### src/rtl/alu_pipe.sv
// alu_pipe: two-stage pipelined ALU with valid/ready handshakes on both sides.
// Stage 1 captures operands and op code; stage 2 computes the result and flags
// (Z, N, C, V) and holds them until the consumer takes them. Backpressure stalls
// the pipe without dropping or duplicating beats.
// Optional feature: define ALU_SAT_EN to make ops 1, 2 and 7 saturate on signed
// overflow. By default results wrap around in two's complement.
module alu_pipe #(
  parameter int WIDTH = 16
) (
  input  logic             clk,
  input  logic             rst_n,
  input  logic             in_valid,
  output logic             in_ready,
  input  logic [WIDTH-1:0] a,
  input  logic [WIDTH-1:0] b,
  input  logic [2:0]       sel,
  output logic             out_valid,
  input  logic             out_ready,
  output logic [WIDTH-1:0] q,
  output logic             zero,
  output logic             negative,
  output logic             carry,
  output logic             overflow
);

  localparam int MSB = WIDTH - 1;

  typedef enum logic [2:0] {
    OP_ZERO = 3'd0,
    OP_ADD  = 3'd1,
    OP_SUB  = 3'd2,
    OP_PASS = 3'd3,
    OP_XOR  = 3'd4,
    OP_OR   = 3'd5,
    OP_AND  = 3'd6,
    OP_INC  = 3'd7
  } op_e;

  // Stage 1: captured operands
  logic             s1_valid_q;
  logic [WIDTH-1:0] s1_a_q;
  logic [WIDTH-1:0] s1_b_q;
  op_e              s1_op_q;

  // Stage 2: registered result and flags
  logic             s2_valid_q;
  logic [WIDTH-1:0] res_q;
  logic             zero_q;
  logic             neg_q;
  logic             carry_q;
  logic             ovf_q;

  // Next-state values computed from stage 1
  logic [WIDTH-1:0] res_d;
  logic             carry_d;
  logic             ovf_d;
  logic [WIDTH:0]   sum_w;

  logic s1_adv;
  logic s2_adv;

  // A stage may advance when it is empty or when its downstream neighbour moves.
  assign s2_adv   = !s2_valid_q || out_ready;
  assign s1_adv   = !s1_valid_q || s2_adv;
  assign in_ready = s1_adv;

  // Result and flag computation for the beat held in stage 1.
  always_comb begin
    // NOTE: every output of this block gets a default first so that no path
    // through the case leaves a value unassigned and infers a latch.
    res_d   = '0;
    carry_d = 1'b0;
    ovf_d   = 1'b0;
    sum_w   = '0;
    unique case (s1_op_q)
      OP_ZERO: res_d = '0;
      OP_ADD: begin
        sum_w   = {1'b0, s1_a_q} + {1'b0, s1_b_q};
        res_d   = sum_w[MSB:0];
        carry_d = sum_w[WIDTH];
        ovf_d   = (s1_a_q[MSB] == s1_b_q[MSB]) && (res_d[MSB] != s1_a_q[MSB]);
      end
      OP_SUB: begin
        sum_w   = {1'b0, s1_a_q} - {1'b0, s1_b_q};
        res_d   = sum_w[MSB:0];
        carry_d = (s1_a_q < s1_b_q);
        ovf_d   = (s1_a_q[MSB] != s1_b_q[MSB]) && (res_d[MSB] != s1_a_q[MSB]);
      end
      OP_PASS: res_d = s1_a_q;
      OP_XOR:  res_d = s1_a_q ^ s1_b_q;
      OP_OR:   res_d = s1_a_q | s1_b_q;
      OP_AND:  res_d = s1_a_q & s1_b_q;
      OP_INC: begin
        sum_w   = {1'b0, s1_a_q} + (WIDTH + 1)'(1);
        res_d   = sum_w[MSB:0];
        carry_d = sum_w[WIDTH];
        ovf_d   = !s1_a_q[MSB] && res_d[MSB];
      end
    endcase
`ifdef ALU_SAT_EN
    // On overflow the true result has the sign of a, so clamp toward it.
    if (ovf_d) begin
      res_d = s1_a_q[MSB] ? {1'b1, {(WIDTH-1){1'b0}}} : {1'b0, {(WIDTH-1){1'b1}}};
    end
`endif
  end

  // Stage 1 register: capture a beat whenever the handshake completes.
  always_ff @(posedge clk or negedge rst_n) begin
    if (!rst_n) begin
      // NOTE: sequential state uses non-blocking assignments so every register
      // samples pre-edge values and the two stages shift as one.
      s1_valid_q <= 1'b0;
      s1_a_q     <= '0;
      s1_b_q     <= '0;
      s1_op_q    <= OP_ZERO;
    end else if (s1_adv) begin
      s1_valid_q <= in_valid;
      if (in_valid) begin
        s1_a_q  <= a;
        s1_b_q  <= b;
        s1_op_q <= op_e'(sel);
      end
    end
  end

  // Stage 2 register: load results when stage 1 hands over a beat; hold on stall.
  always_ff @(posedge clk or negedge rst_n) begin
    if (!rst_n) begin
      s2_valid_q <= 1'b0;
      res_q      <= '0;
      zero_q     <= 1'b0;
      neg_q      <= 1'b0;
      carry_q    <= 1'b0;
      ovf_q      <= 1'b0;
    end else if (s2_adv) begin
      s2_valid_q <= s1_valid_q;
      if (s1_valid_q) begin
        res_q   <= res_d;
        zero_q  <= (res_d == '0);
        neg_q   <= res_d[MSB];
        carry_q <= carry_d;
        ovf_q   <= ovf_d;
      end
    end
  end

  assign out_valid = s2_valid_q;
  assign q         = res_q;
  assign zero      = zero_q;
  assign negative  = neg_q;
  assign carry     = carry_q;
  assign overflow  = ovf_q;

endmodule

### config.mk
export PLATFORM = sky130hd
export DESIGN_NAME = alu_pipe
export DESIGN_NICKNAME = d
export VERILOG_FILES = /design/src/rtl/alu_pipe.sv
export SDC_FILE = /design/constraint.sdc
export NUM_CORES = 1
export LEC_CHECK = 0
export ABC_CLOCK_PERIOD_IN_PS = 3500
export CORE_AREA = 2 2 87 110
export CTS_BUF_LIST = sky130_fd_sc_hd__clkbuf_4
export CTS_CLUSTER_SIZE = 25
export DETAILED_ROUTE_END_ITERATION = 12
export DIE_AREA = 0 0 89 112
export PLACE_DENSITY = 0.82
export SYNTH_ARGS = -nofsm -noshare
export SYNTH_HDL_FRONTEND = slang
export SYNTH_SLANG_ARGS = --single-unit
### constraint.sdc
create_clock -name clk -period 3.5 [get_ports clk]
set_input_delay 0.35 -clock clk [delete_from_list [all_inputs] [get_ports clk]]
set_output_delay 0.35 -clock clk [all_outputs]
set_load 0.05 [all_outputs]
==> metrics.md, run 1 <==
| Metric | Value |
|---|---|
| Type of the most critical hold path | `primary input to asynchronous set/reset pin` |
| Clk Latency, worst-skew pair | `between 0.4 and 0.5 ns` |
| Endpoint of the worst register-to-register path | `zero` |
| Ratio of cells with drive above 1 in the final layout | `0.173` |
| MaxCap Viol Count | `0` |
| Clock tree from TritonCTS | `built` |
| Total power density per cell area | `approximately 560 mW/mm²` |
| Hpwl dp | `~12000 µm` |
| Post-synth EDFFs | `0` |
| Async SR Flop Fraction | `1.00` |
| Post-layout nets | `751` |
| Floorplan die area | `0.00997 mm²` |
| Initial DRC count | `between 400 and 500` |
| Initial cell density of the core | `0.570` |
| Global-route wire length before repair | `approximately 25000 µm` |
| Detailed-route DRC error count | `0` |
| Worst slew margin relative to its limit | `0.582` |
| Final hold vios | `0` |
| RR Startpoint | `s1_b_q[0]` |
| CTS root buffer | `clkbuf_4` |
| Distinct cell type count of the synthesized netlist | `80` |
| Worst-case register-to-register setup slack | `between 0.1 and 0.15 ns` |
| Crit. Startpoint | `s1_b_q[0]` |
| Critical setup path kind | `register to register` |
| Count of buffers added by post-CTS timing repair for setup | `0` |
| Standard-cell rows | `39` |
| Die boundary height | `112 µm` |
| Number of clock buffers inserted by TritonCTS | `5` |
| Routability-driven placement congestion ratio | `1.01` |
| Number of top-level design ports | `61` |
| WL final | `around 16000 µm` |
| Area after DPL | `0.00601 mm²` |
| Initial antenna violation count | `0` |
| Required time of the critical path | `between 3 and 4 ns` |
| Leak | `about 2.7 nW` |
| Synthesized net count | `680` |
| # diodes | `0` |
| Core Area | `approximately 0.009 mm²` |
| Number of synthesis warnings | `0` |
| Die X | `approximately 89 µm` |
| Post-CTS clock slew at the launch and capture registers of the worst setup and hold paths | `roughly 0.19 ns` |
| Most used flip-flop cell after synthesis | `dfrtp_1` |
| Htree depth | `2` |
| Via count of the first global-routing pass | `4905` |
| Clock sink count | `56` |
| Maximum clock frequency | `about 0.3 GHz` |
| Design area | `between 0.006 and 0.007 mm²` |
| Final clock period utilization by the worst path | `0.958` |
| Clock Path Buffers | `2` |
| Maximum number of pins on one net before global-route repair | `36` |
| CP cell instances | `ha_1 -> inv_1 -> fa_1 -> nor2b_1 -> o2111ai_2 -> a211oi_1 -> or3_1 -> a221o_1 -> a21oi_1 -> nand4_1 -> or3_1 -> o31ai_2` |
| Most area-hungry cell type in the Yosys netlist | `dfrtp_1` |
| Maximum VDD drop | `279 µV` |
| Startpoint types | `register` |
| Critical path endpoint category | `register` |
| GR Util All Layers | `0.323` |
| Syn-to-layout area delta | `20.0%` |
| Detailed-routing iteration count for the pre-antenna-repair pass | `5` |
| Worst Path Max Fanout | `4` |
| Setup-failing EPs final | `0` |
| Global route total overflow | `0` |
| Final core utilization | `0.684` |
| Slowest cell on crit path | `dfrtp_1` |
| Final routed wire length divided by cell count | `approximately 20 µm` |
| Sequential cell area fraction in the yosys report | `0.274` |
| Slew at the pin closest to its max-slew limit | `around 0.63 ns` |
| Main area contributors after synthesis | `dfrtp_1, ha_1, mux2_2` |
| Outcome | `completed` |
| Leading cell types by count after synthesis | `dfrtp_1, ha_1, inv_1` |
| Capture point of the worst path | `zero` |
| Arrival time of the worst setup path | `approximately 3.7 ns` |
| Top-area cell type share of the netlist area | `0.274` |
| Worst stage delay on the critical path | `approximately 0.46 ns` |
| Netlist area before placement | `0.00512 mm²` |
| Setup repair after global routing missed its margin | `no` |
| Final period demand of the worst path | `around 3.4 ns` |
| Via density per instance | `between 6 and 7` |
| Number of routed nets with antenna violations | `0` |
| Total vias in the final route | `4970` |
| Cells after Synth | `587` |
| Final Max Slew Viols | `0` |
| Leading cell type by number of instances after synthesis | `dfrtp_1` |
| Yosys reg bits | `56` |
| Synth Area per Inst | `approximately 8.7 µm²` |
| Post-route clock skew | `approximately 0.016 ns` |
| Port Buf Inserts | `60` |
| Library cell appearing most often on the critical path | `or3_1` |
| Cell count of the worst reg-to-reg path | `12` |
final cells by class:
class                   instances  area (µm²)
multi-input cells             441        3420
clock buffers                   5        37.5
well taps                     123         154
repair buffers                102         913
clock inverters                 3        23.8
inverters                      52         195
fillers                       781        2840
flip-flops and latches         56        1400
registers in the layout, summed over array words and instances (netlist names):
name	cells
q	16
s1_a_q	16
s1_b_q	16
s1_op_q	3
carry	1
out_valid	1
overflow	1
s1_valid_q	1
zero	1
worst min path at each step:
stage | cells past startpoint | from | to
5_1_grt | 2 | in_valid | s1_valid_q
2_1_floorplan | 0 | rst_n | carry
4_1_cts | 2 | rst_n | s1_b_q[3]
3_3_place_gp | 1 | rst_n | s1_b_q[3]
3_5_place_dp | 1 | rst_n | s1_b_q[3]
6_report | 2 | rst_n | s1_a_q[3]
timing repair:
action | in CTS | in global routing
endpoints found under the hold margin | 24 | 0
resized for setup | 2 | 10
hold buffers | 1 | 0
endpoints found under the setup margin | 1 | 2
through the flow:
stage               hold slack, ns  setup WS, ns  setup TNS, ns  cells  power [mW]
floorplan                   0.0544         0.317              0    587        2.37
global placement             0.375       -0.0453        -0.0453    773        3.04
detailed placement           0.390       -0.0487        -0.0487    773        3.07
CTS                          0.435        0.0385              0    782        3.40
global route                 0.493        0.0194              0    782        3.68
finish                       0.452         0.147              0    782        3.46
routing by layer:
| metal | GRT usage | share of wire | vias up |
|---|---|---|---|
| li1 | - | - | 2285 |
| met1 | 0.423 | 0.42 | 2384 |
| met2 | 0.530 | 0.48 | 251 |
| met3 | 0.0430 | 0.065 | 50 |
| met4 | 0.133 | 0.038 | 0 |
| met5 | 0 | 0 | - |
worst max-delay path, delay by kind of cell (launching register included):
kind	cells	cell delay (ns)
buffers and inverters	1	0.11
AOI/OAI and AO/OA	5	1.20
DFF	1	0.46
and+or+nand+nor	4	1.03
adders and majority gates	2	0.48
logic make-up (layout without fill, tap and decap cells):
family | count (synthesis) | count (layout) | synth area share
xor+xnor | 11 | 11 | 0.0188
buf+inv | 90 | 162 | 0.0707
simple gates | 158 | 158 | 0.150
fa+ha+maj | 54 | 54 | 0.135
compound gates | 163 | 163 | 0.232
flops | 56 | 56 | 0.274
mux | 55 | 55 | 0.120
placed cells by master, fill, tap and decap left out, types with 27 or more instances in the layout:
master           count
a21oi_1             27
buf_4               41
clkdlybuf4s50_1     59
dfrtp_1             56
ha_1                50
inv_1               51
mux2_2              39
nand2_1             50
nor2_1              31
o21ai_0             28
power breakdown:
part | switching (mW) | internal, mW
registers | 0.120 | 0.786
logic | 1.36 | 0.881
clock network | 0.237 | 0.0793
total | 1.71 | 1.75
No activity file was read; power rests on OpenSTA's default activity.
==> run 2, diff against run 1 <==
- PLACE_DENSITY: 0.82 -> 0.85
==> run 2 against run 1 <==
Net effect:
- non-clock buffer count is 3 higher
- cell area increased by 0.96%
- utilization increased by 0.65 points
- die area stayed put
- total power grew 3.2%
- sequential cell count unchanged
- combinational power about the same
- clock-buffer cell count is the same
- global-route usage is 0.68 points lower
- wire length down 3.1%
- critical path type unchanged
- critical endpoint unchanged
- largest cell class unchanged
- largest power group unchanged
==> metrics.md, run 2 (synthesis results as in run 1) <==
| Metric | Value |
|---|---|
| Outcome | `completed` |
| Worst slew margin relative to its limit | `0.559` |
| Standard-cell rows | `39` |
| Global-route wire length before repair | `24900 µm` |
| Die X | `89 µm` |
| Post-layout nets | `754` |
| Clock network fraction of design power | `0.121` |
| Number of clock buffers inserted by TritonCTS | `5` |
| Slowest cell on crit path | `fa_1` |
| Syn-to-layout area delta | `21.1%` |
| Worst stage delay on the critical path | `0.44 ns` |
| Number of routed nets with antenna violations | `0` |
| Total power density per cell area | `approximately 580 mW/mm²` |
| Core Area | `around 0.009 mm²` |
| Final Max Slew Viols | `0` |
| Final critical-path setup slack | `about 0.13 ns` |
| Maximum number of pins on one net before global-route repair | `36` |
| Final period demand of the worst path | `roughly 3.4 ns` |
| Sw Pwr | `~1.7 mW` |
| Critical path endpoint category | `register` |
| Worst Path Max Fanout | `3` |
| MaxCap Viol Count | `0` |
| Area after DPL | `0.00603 mm²` |
| Final setup TNS | `0 ns` |
| Critical setup path kind | `register to register` |
| Detailed-routing iteration count for the pre-antenna-repair pass | `5` |
| Required time of the critical path | `roughly 3.8 ns` |
| Global route total overflow | `0` |
| Switching power as a share of total power | `0.471` |
| Commonest non-fill, non-tap cells in the layout | `clkdlybuf4s50_1, dfrtp_1, inv_1, nand2_1, ha_1` |
| Clock tree from TritonCTS | `built` |
| Routability-driven placement congestion ratio | `between 0.9 and 1` |
| CP cell instances | `inv_1 -> ha_1 -> fa_1 -> o21bai_2 -> a21oi_1 -> a221o_1 -> a221oi_2 -> nand4bb_1 -> nor3_1 -> nand4_1 -> or3_1 -> o31ai_2` |
| Slew at the pin closest to its max-slew limit | `~0.66 ns` |
| Type of the most critical hold path | `primary input to asynchronous set/reset pin` |
| Setup-failing EPs final | `0` |
| Relative contribution of sequential cells to total power | `0.255` |
| Maximum VDD drop | `232 µV` |
| Die boundary height | `roughly 110 µm` |
| Crit path max-delay family | `compound AO/OA/AOI/OAI gates` |
| Via density per instance | `6.31` |
| Maximum clock frequency | `slightly below 0.3 GHz` |
| Fillers | `781` |
| Initial cell density of the core | `0.570` |
| Clk Latency, worst-skew pair | `0.40 ns` |
| Initial DRC count | `approximately 470` |
| Hpwl dp | `approximately 12000 µm` |
| Most frequent standard cell in the layout excluding fill and tap cells | `clkdlybuf4s50_1` |
| Count of buffers added by post-CTS timing repair for setup | `0` |
| Final hold vios | `0` |
| Startpoint types | `register` |
| Total vias in the final route | `roughly 5000` |
| Buffer and inverter count on the worst path | `1` |
| Leak | `about 2.7 nW` |
| Detailed-route DRC error count | `0` |
| Clock sink count | `between 50 and 60` |
| WL final | `between 15000 and 20000 µm` |
| Port Buf Inserts | `60` |
| CTS root buffer | `clkbuf_4` |
| Combinational fraction of design power | `0.624` |
| Design area | `around 0.0062 mm²` |
| GR Util All Layers | `0.316` |
| Final routed wire length divided by cell count | `19.4 µm` |
| Post-layout total power | `around 3.6 mW` |
| Number of top-level design ports | `between 60 and 70` |
| Initial antenna violation count | `0` |
| Floorplan die area | `around 0.010 mm²` |
| Arrival time of the worst setup path | `about 3.7 ns` |
| Via count of the first global-routing pass | `roughly 5100` |
| Internal power | `between 1.5 and 2 mW` |
| Htree depth | `2` |
| Post-route clock skew | `around 0.008 ns` |
| Ratio of cells with drive above 1 in the final layout | `0.177` |
| Minimum setup slack after placement | `a little under 0.05 ns` |
| Post-CTS clock slew at the launch and capture registers of the worst setup and hold paths | `~0.16 ns` |
| Final clock period utilization by the worst path | `0.963` |
| # diodes | `0` |
| Clock Path Buffers | `2` |
==> run 2: cell count changes in the layout (fill, tap and decap cells not counted), moves of 2 or more <==
| cell | before | now |
|---|---|---|
| buf_4 | 41 | 44 |
| bufinv_16 | 0 | 2 |
| clkinvlp_4 | 2 | 0 |
| a211oi_2 | 0 | 2 |
| a211oi_1 | 7 | 5 |
==> run 2: layout make-up <==
| class | instances | area [µm²] | area share |
|---|---|---|---|
| tap | 123 | 154 | 0.0248 |
| clock inverter | 2 | 60.1 | 0.00969 |
| clock buffer | 5 | 37.5 | 0.00605 |
| multi-input combinational | 441 | 3410 | 0.551 |
| sequential | 56 | 1400 | 0.226 |
| inverter | 52 | 195 | 0.0315 |
| timing repair buffer | 105 | 936 | 0.151 |
==> run 2: final timing paths <==
path                        endpoint  slack, ns      start  depth (start not counted)
setup / recovery                zero       0.13  s1_a_q[0]                         12
hold / removal             s1_a_q[4]       0.43      rst_n                          2
min in group clk               q[14]       0.50      q[14]                          2
setup reg to reg                zero       0.13  s1_a_q[0]                         12
hold reg to reg                q[14]       0.50      q[14]                          2
max in group asynchronous   overflow       2.24      rst_n                          3
==> run 2: metal layers <==
metal  global-route usage  wire [µm]
met2                0.511       7150
met1                0.412       6270
met3               0.0526       1110
met5                    0          0
met4                0.135        656
==> run 2: metrics by stage <==
stage                     cells   util  hold WS, ns
after floorplan             587      -       0.0544
after CTS                   784  0.684        0.448
after global routing        784  0.690        0.503
final                       784  0.690        0.428
after global placement      776  0.672        0.342
after detailed placement    776  0.672        0.358
==> run 2: repair_timing <==
action	4_1_cts	5_1_grt
setup endpoints to repair	0	2
endpoints found under the hold margin	22	0
resized for setup	0	13
hold buffers	1	0
==> run 2: power groups by stage <==
stage,sequential (mW),clock (mW),combinational (mW)
floorplan,1.19,0,1.18
global placement,0.914,0,2.10
detailed placement,0.926,0,2.14
CTS,0.912,0.444,2.15
global route,0.933,0.464,2.40
finish,0.912,0.431,2.23
